===== config.mk =====
export PLATFORM = sky130hd
export DESIGN_NAME = multicycle_main_control
export DESIGN_NICKNAME = d
export VERILOG_FILES = /design/src/rtl/mips_ctrl_pkg.sv /design/src/rtl/multicycle_ctrl_outdec.sv /design/src/rtl/multicycle_main_control.sv
export SDC_FILE = /design/constraint.sdc
export NUM_CORES = 1
export LEC_CHECK = 0
export ABC_AREA = 1
export BUFFER_PORTS_ARGS = -buffer_cell sky130_fd_sc_hd__buf_2
export CAP_MARGIN = 30
export CORE_UTILIZATION = 38
export CTS_BUF_LIST = sky130_fd_sc_hd__clkbuf_16
export DETAILED_ROUTE_END_ITERATION = 6
export GPL_TIMING_DRIVEN = 0
export PLACE_DENSITY = 0.66
export SLEW_MARGIN = 20
export SYNTH_ARGS = -nofsm -noshare
export SYNTH_HDL_FRONTEND = slang
export SYNTH_HIERARCHICAL = 1
export SYNTH_SLANG_ARGS = --single-unit
export TNS_END_PERCENT = 100

===== constraint.sdc =====
create_clock -name clk -period 3.3 [get_ports clk]
set_clock_uncertainty 0.05 [all_clocks]
set_input_delay 0 -clock clk [delete_from_list [all_inputs] [get_ports clk]]
set_output_delay 0 -clock clk [all_outputs]
set_load 0.02 [all_outputs]

===== src/rtl/mips_ctrl_pkg.sv =====
// Shared encodings for the multicycle MIPS control path: opcodes, FSM states,
// ALUop codes consumed by the ALU control decoder, mux selects and the control word.
package mips_ctrl_pkg;

  localparam logic [5:0] OP_RTYPE = 6'b000000;
  localparam logic [5:0] OP_LW    = 6'b100011;
  localparam logic [5:0] OP_SW    = 6'b101011;
  localparam logic [5:0] OP_BEQ   = 6'b000100;
  localparam logic [5:0] OP_J     = 6'b000010;

  typedef enum logic [3:0] {
    S_FETCH     = 4'd0,
    S_DECODE    = 4'd1,
    S_MEM_ADDR  = 4'd2,
    S_MEM_READ  = 4'd3,
    S_MEM_WB    = 4'd4,
    S_MEM_WRITE = 4'd5,
    S_EXECUTE   = 4'd6,
    S_R_WB      = 4'd7,
    S_BRANCH    = 4'd8,
    S_JUMP      = 4'd9
  } state_t;

  localparam logic [1:0] ALUOP_ADD   = 2'b00;
  localparam logic [1:0] ALUOP_SUB   = 2'b01;
  localparam logic [1:0] ALUOP_FUNCT = 2'b10;

  localparam logic [1:0] SRCB_B      = 2'b00;
  localparam logic [1:0] SRCB_FOUR   = 2'b01;
  localparam logic [1:0] SRCB_IMM    = 2'b10;
  localparam logic [1:0] SRCB_IMM_SL = 2'b11;

  localparam logic [1:0] PCSRC_ALU    = 2'b00;
  localparam logic [1:0] PCSRC_ALUOUT = 2'b01;
  localparam logic [1:0] PCSRC_JUMP   = 2'b10;

  typedef struct packed {
    logic       pc_write;
    logic       pc_write_cond;
    logic       i_or_d;
    logic       mem_read;
    logic       mem_write;
    logic       ir_write;
    logic       mem_to_reg;
    logic       reg_dst;
    logic       reg_write;
    logic       alu_src_a;
    logic [1:0] alu_src_b;
    logic [1:0] alu_op;
    logic [1:0] pc_source;
    logic       retire;
  } ctrl_t;

  function automatic logic is_legal_op(input logic [5:0] op);
    return (op == OP_RTYPE) || (op == OP_LW) || (op == OP_SW) ||
           (op == OP_BEQ)   || (op == OP_J);
  endfunction

endpackage


===== src/rtl/multicycle_ctrl_outdec.sv =====
// Combinational decode of FSM state (plus mem_ready qualification) into the
// datapath control word.
module multicycle_ctrl_outdec
  import mips_ctrl_pkg::*;
(
  input  state_t state,
  input  logic   mem_ready,
  output ctrl_t  ctrl
);

  always_comb begin
    ctrl = '0;
    case (state)
      S_FETCH: begin
        ctrl.mem_read  = 1'b1;
        ctrl.i_or_d    = 1'b0;
        ctrl.alu_src_a = 1'b0;
        ctrl.alu_src_b = SRCB_FOUR;
        ctrl.alu_op    = ALUOP_ADD;
        ctrl.pc_source = PCSRC_ALU;
        ctrl.ir_write  = mem_ready;
        ctrl.pc_write  = mem_ready;
      end
      S_DECODE: begin
        ctrl.alu_src_a = 1'b0;
        ctrl.alu_src_b = SRCB_IMM_SL;
        ctrl.alu_op    = ALUOP_ADD;
      end
      S_MEM_ADDR: begin
        ctrl.alu_src_a = 1'b1;
        ctrl.alu_src_b = SRCB_IMM;
        ctrl.alu_op    = ALUOP_ADD;
      end
      S_MEM_READ: begin
        ctrl.mem_read = 1'b1;
        ctrl.i_or_d   = 1'b1;
      end
      S_MEM_WB: begin
        ctrl.reg_write  = 1'b1;
        ctrl.mem_to_reg = 1'b1;
        ctrl.retire     = 1'b1;
      end
      S_MEM_WRITE: begin
        ctrl.mem_write = 1'b1;
        ctrl.i_or_d    = 1'b1;
        ctrl.retire    = mem_ready;
      end
      S_EXECUTE: begin
        ctrl.alu_src_a = 1'b1;
        ctrl.alu_src_b = SRCB_B;
        ctrl.alu_op    = ALUOP_FUNCT;
      end
      S_R_WB: begin
        ctrl.reg_write = 1'b1;
        ctrl.reg_dst   = 1'b1;
        ctrl.retire    = 1'b1;
      end
      S_BRANCH: begin
        ctrl.alu_src_a     = 1'b1;
        ctrl.alu_src_b     = SRCB_B;
        ctrl.alu_op        = ALUOP_SUB;
        ctrl.pc_write_cond = 1'b1;
        ctrl.pc_source     = PCSRC_ALUOUT;
        ctrl.retire        = 1'b1;
      end
      S_JUMP: begin
        ctrl.pc_write  = 1'b1;
        ctrl.pc_source = PCSRC_JUMP;
        ctrl.retire    = 1'b1;
      end
      default: ctrl = '0;
    endcase
  end

endmodule


===== src/rtl/multicycle_main_control.sv =====
// Multicycle MIPS main control FSM: state register, next-state logic and
// reset-gated control outputs.
module multicycle_main_control
  import mips_ctrl_pkg::*;
(
  input  logic       clk,
  input  logic       rst_n,
  input  logic [5:0] opcode,
  input  logic       mem_ready,
  output logic       pc_write,
  output logic       pc_write_cond,
  output logic       i_or_d,
  output logic       mem_read,
  output logic       mem_write,
  output logic       ir_write,
  output logic       mem_to_reg,
  output logic       reg_dst,
  output logic       reg_write,
  output logic       alu_src_a,
  output logic [1:0] alu_src_b,
  output logic [1:0] alu_op,
  output logic [1:0] pc_source,
  output logic       retire,
  output logic       illegal_op,
  output logic [3:0] state
);

  state_t state_q, state_d;
  ctrl_t  ctrl;
  ctrl_t  ctrl_gated;
  logic   illegal_d;

  always_ff @(posedge clk or negedge rst_n) begin
    if (!rst_n) state_q <= S_FETCH;
    else        state_q <= state_d;
  end

  always_comb begin
    state_d   = state_q;
    illegal_d = 1'b0;
    case (state_q)
      S_FETCH:   if (mem_ready) state_d = S_DECODE;
      S_DECODE: begin
        case (opcode)
          OP_LW, OP_SW: state_d = S_MEM_ADDR;
          OP_RTYPE:     state_d = S_EXECUTE;
          OP_BEQ:       state_d = S_BRANCH;
          OP_J:         state_d = S_JUMP;
          default:      state_d = S_FETCH;
        endcase
        illegal_d = !is_legal_op(opcode);
      end
      S_MEM_ADDR: begin
        if (opcode == OP_LW)      state_d = S_MEM_READ;
        else if (opcode == OP_SW) state_d = S_MEM_WRITE;
        else                      state_d = S_FETCH;
      end
      S_MEM_READ:  if (mem_ready) state_d = S_MEM_WB;
      S_MEM_WRITE: if (mem_ready) state_d = S_FETCH;
      S_EXECUTE:   state_d = S_R_WB;
      S_MEM_WB, S_R_WB, S_BRANCH, S_JUMP: state_d = S_FETCH;
      default:     state_d = S_FETCH;
    endcase
  end

  multicycle_ctrl_outdec u_outdec (
    .state     (state_q),
    .mem_ready (mem_ready),
    .ctrl      (ctrl)
  );

  // Reset holds FETCH, whose decode would otherwise raise mem_read; gate everything.
  always_comb begin
    ctrl_gated = rst_n ? ctrl : '0;
  end

  assign pc_write      = ctrl_gated.pc_write;
  assign pc_write_cond = ctrl_gated.pc_write_cond;
  assign i_or_d        = ctrl_gated.i_or_d;
  assign mem_read      = ctrl_gated.mem_read;
  assign mem_write     = ctrl_gated.mem_write;
  assign ir_write      = ctrl_gated.ir_write;
  assign mem_to_reg    = ctrl_gated.mem_to_reg;
  assign reg_dst       = ctrl_gated.reg_dst;
  assign reg_write     = ctrl_gated.reg_write;
  assign alu_src_a     = ctrl_gated.alu_src_a;
  assign alu_src_b     = ctrl_gated.alu_src_b;
  assign alu_op        = ctrl_gated.alu_op;
  assign pc_source     = ctrl_gated.pc_source;
  assign retire        = ctrl_gated.retire;
  assign illegal_op    = rst_n & illegal_d;
  assign state         = state_q;

endmodule


==> flow_summary.ini <==
[finish]
largest_reg_flops = 4
area_growth_pct = 37.3
layout_common_cells = nand2_1 (40), inv_1 (36), buf_2 (32), nor2_1 (21), nand3_1 (10)
antennaDiodeCount = 0
final_nets = 186
layout_commonest_cell = nand2_1
fin_util_pct = 56.2
drive_above_1_share_pct = 30.9

[routing]
vias_per_cell = 4.32
wl_met1_um = 779
ant_nets = 0
route.met3.wl_um = 48
num_vias = 864
wl_per_cell_um = 7.90
drt-initial-drc-count = 17
drt_first_pass_iters = 4
met2WireLength_um = 743
drt_wl_total_um = 1580
post-route-drc-count = 0
highest_layer = met4

[setup_path]
cp-start-kind = flip-flop
critPathCaptureType = output pin
cp_max_fo = 7
critPathRequiredTime_ps = 3250
reg2regPathDepth = 8
critPathArrivalTime_ps = 1540
cp.buffers_inverters = 6
rr_endpoint = state[2]$_DFFE_PN0P_
cp_cell_sequence = inv_1 -> nand2_4 -> inv_2 -> nand3_2 -> inv_1 -> buf_4 -> nand2_1 -> inv_1 -> buf_2
path_common_cell = inv_1
criticalPathCategory = reg -> out
reg2reg_from = state[1]$_DFFE_PN0P_
slowest_delay_ps = 450
cp_slowest_cell = dfrtp_1
critical_path.top_delay_family = buffers and inverters
r2r_setup_slack_ps = 2010

[timing]
hold_viol_final = 0
slew_viol_final = 0
tightest_slew_ps = 322
final.period_utilization_pct = 48.1
max_slew_margin_pct = 78.5
setup_violations = 0
clock.fmax_mhz = 630
setup_tns_ps = 0
fin_ws_ps = 1710
rsz0062_at_grt = false
fin_crit_ps = 1590

[cts]
cts_buffers = 3
clock_latency_ps = 220
cts_root_buffer = clkbuf_16
cts_tree = done
cts_resized = 0
clock-sinks = 4
clkSlewWorstSetupHoldPaths_ps = 30
h-tree-depth = 1
cts.path.max_buffers = 2

[floorplanning]
die_w_um = 45.4
fp.dieH_um = 45.4
dieArea_mm2 = 0.00206
io_pins = 31
rows = 15
core-area_mm2 = 0.00175
initial_core_util_pct = 40.9

[synth]
ys_warn_count = 6
ys_types = 19
netlist.area_leader.share_pct = 21.0
ys_seq_area_share_pct = 14.0
synth_area_um2 = 714
ys_ff_latch = 4
synth.avg_cell_area_um2 = 5.07
ys_top_cells_by_area = nand2_1 (21%), inv_1 (19%), dfrtp_1 (14%)
synthCells = 141
synth_fp_nets = 150
yosysTopAreaCell = nand2_1

[place]
dp_hpwl_um = 1300
gp_congestion = 0.813
pre_cts_ws_ps = 1940
io_buffers = 30

[grt]
antenna_found_initial = 0
grt_pass1_vias = 629
grt_usage_pct = 16.9
grt_pass1_wl_um = 2550
overflow = 0
grt_max_degree = 11

[pwr]
leakage_uw = 0.000724
ir_worst_vdd_uv = 445
p_per_area_mw_per_mm2 = 494

[min_path]
hold_path_class = in -> async

[run]
max_cap_violations = 0

[outcome]
status = complete, no violations
## layout make-up
class | count | area [um2]
plain buffers | 3 | 17.5
clock buffers | 3 | 75.1
fillers | 183 | 764
inverters | 41 | 156
multi-input cells | 93 | 440
flip-flops and latches | 4 | 100
well taps | 25 | 31.3
repair buffers | 31 | 160
## synth_stat cells
cell type and n:
a21boi_1 1, a21oi_1 1, buf_2 2, buf_4 1
dfrtp_1 4, inv_1 36, inv_2 4, inv_4 1
nand2_1 40, nand2_2 3, nand2_4 3, nand3_1 10
nand3_2 3, nand3b_1 1, nand4_1 3, nor2_1 21
nor2_2 4, o21ai_0 2, o21ai_1 1
## power breakdown
part,total [uW],switching [uW],internal (uW)
combinational,223,148,75.0
sequential,74.3,17.2,57.2
clock,188,32.9,155
## per-layer routing
| metal | vias to the layer above | GRT usage, % |
|---|---|---|
| met5 | - | 0 |
| met3 | 2 | 2.40 |
| li1 | 480 | - |
| met2 | 17 | 25.8 |
| met4 | 0 | 7.27 |
| met1 | 365 | 23.5 |
## through the flow
step	cell area (um2)	hold slack, ps	total power, uW	instances
detailed placement	896	-238	297	196
global route	981	74.1	519	200
floorplan	714	-346	242	141
finish	981	59.0	485	200
CTS	981	58.7	489	200
global placement	896	-243	296	196
## what timing repair did
action                     4_1_cts  5_1_grt
buffers inserted                 0        0
hold endpoints to repair         4        0
setup endpoints to repair        0        0
hold buffers                     1        0
## cell families (layout without fill, tap and decap cells)
kind of cell | count (synthesis) | in the layout | synth area share [%]
buffers and inverters | 44 | 78 | 24.3
DFF | 4 | 4 | 14.0
and+or+nand+nor | 88 | 88 | 57.8
AOI/OAI and AO/OA | 5 | 5 | 3.85
## worst max-delay path by stage
stage                    startpoint             to  slack (ps)  cells past startpoint
2_1_floorplan  state[1]$_DFFE_PN0P_     illegal_op        1980                      5
3_3_place_gp   state[0]$_DFFE_PN0P_  pc_write_cond        1950                      9
3_5_place_dp   state[0]$_DFFE_PN0P_  pc_write_cond        1940                      9
4_1_cts        state[0]$_DFFE_PN0P_  pc_write_cond        1700                      9
5_1_grt        state[0]$_DFFE_PN0P_  pc_write_cond        1620                      9
6_report       state[0]$_DFFE_PN0P_  pc_write_cond        1710                      9
## worst reg2reg max path: stages, from the launching register on
cell and delay (ps):
dfrtp_1 480, inv_1 140, nand2_1 60, nor2_1 130, nor2_1 50, nand2_1 90
nand2_2 60, nand2_1 60, nand2_1 50
No activity file was read; power rests on OpenSTA's default activity.
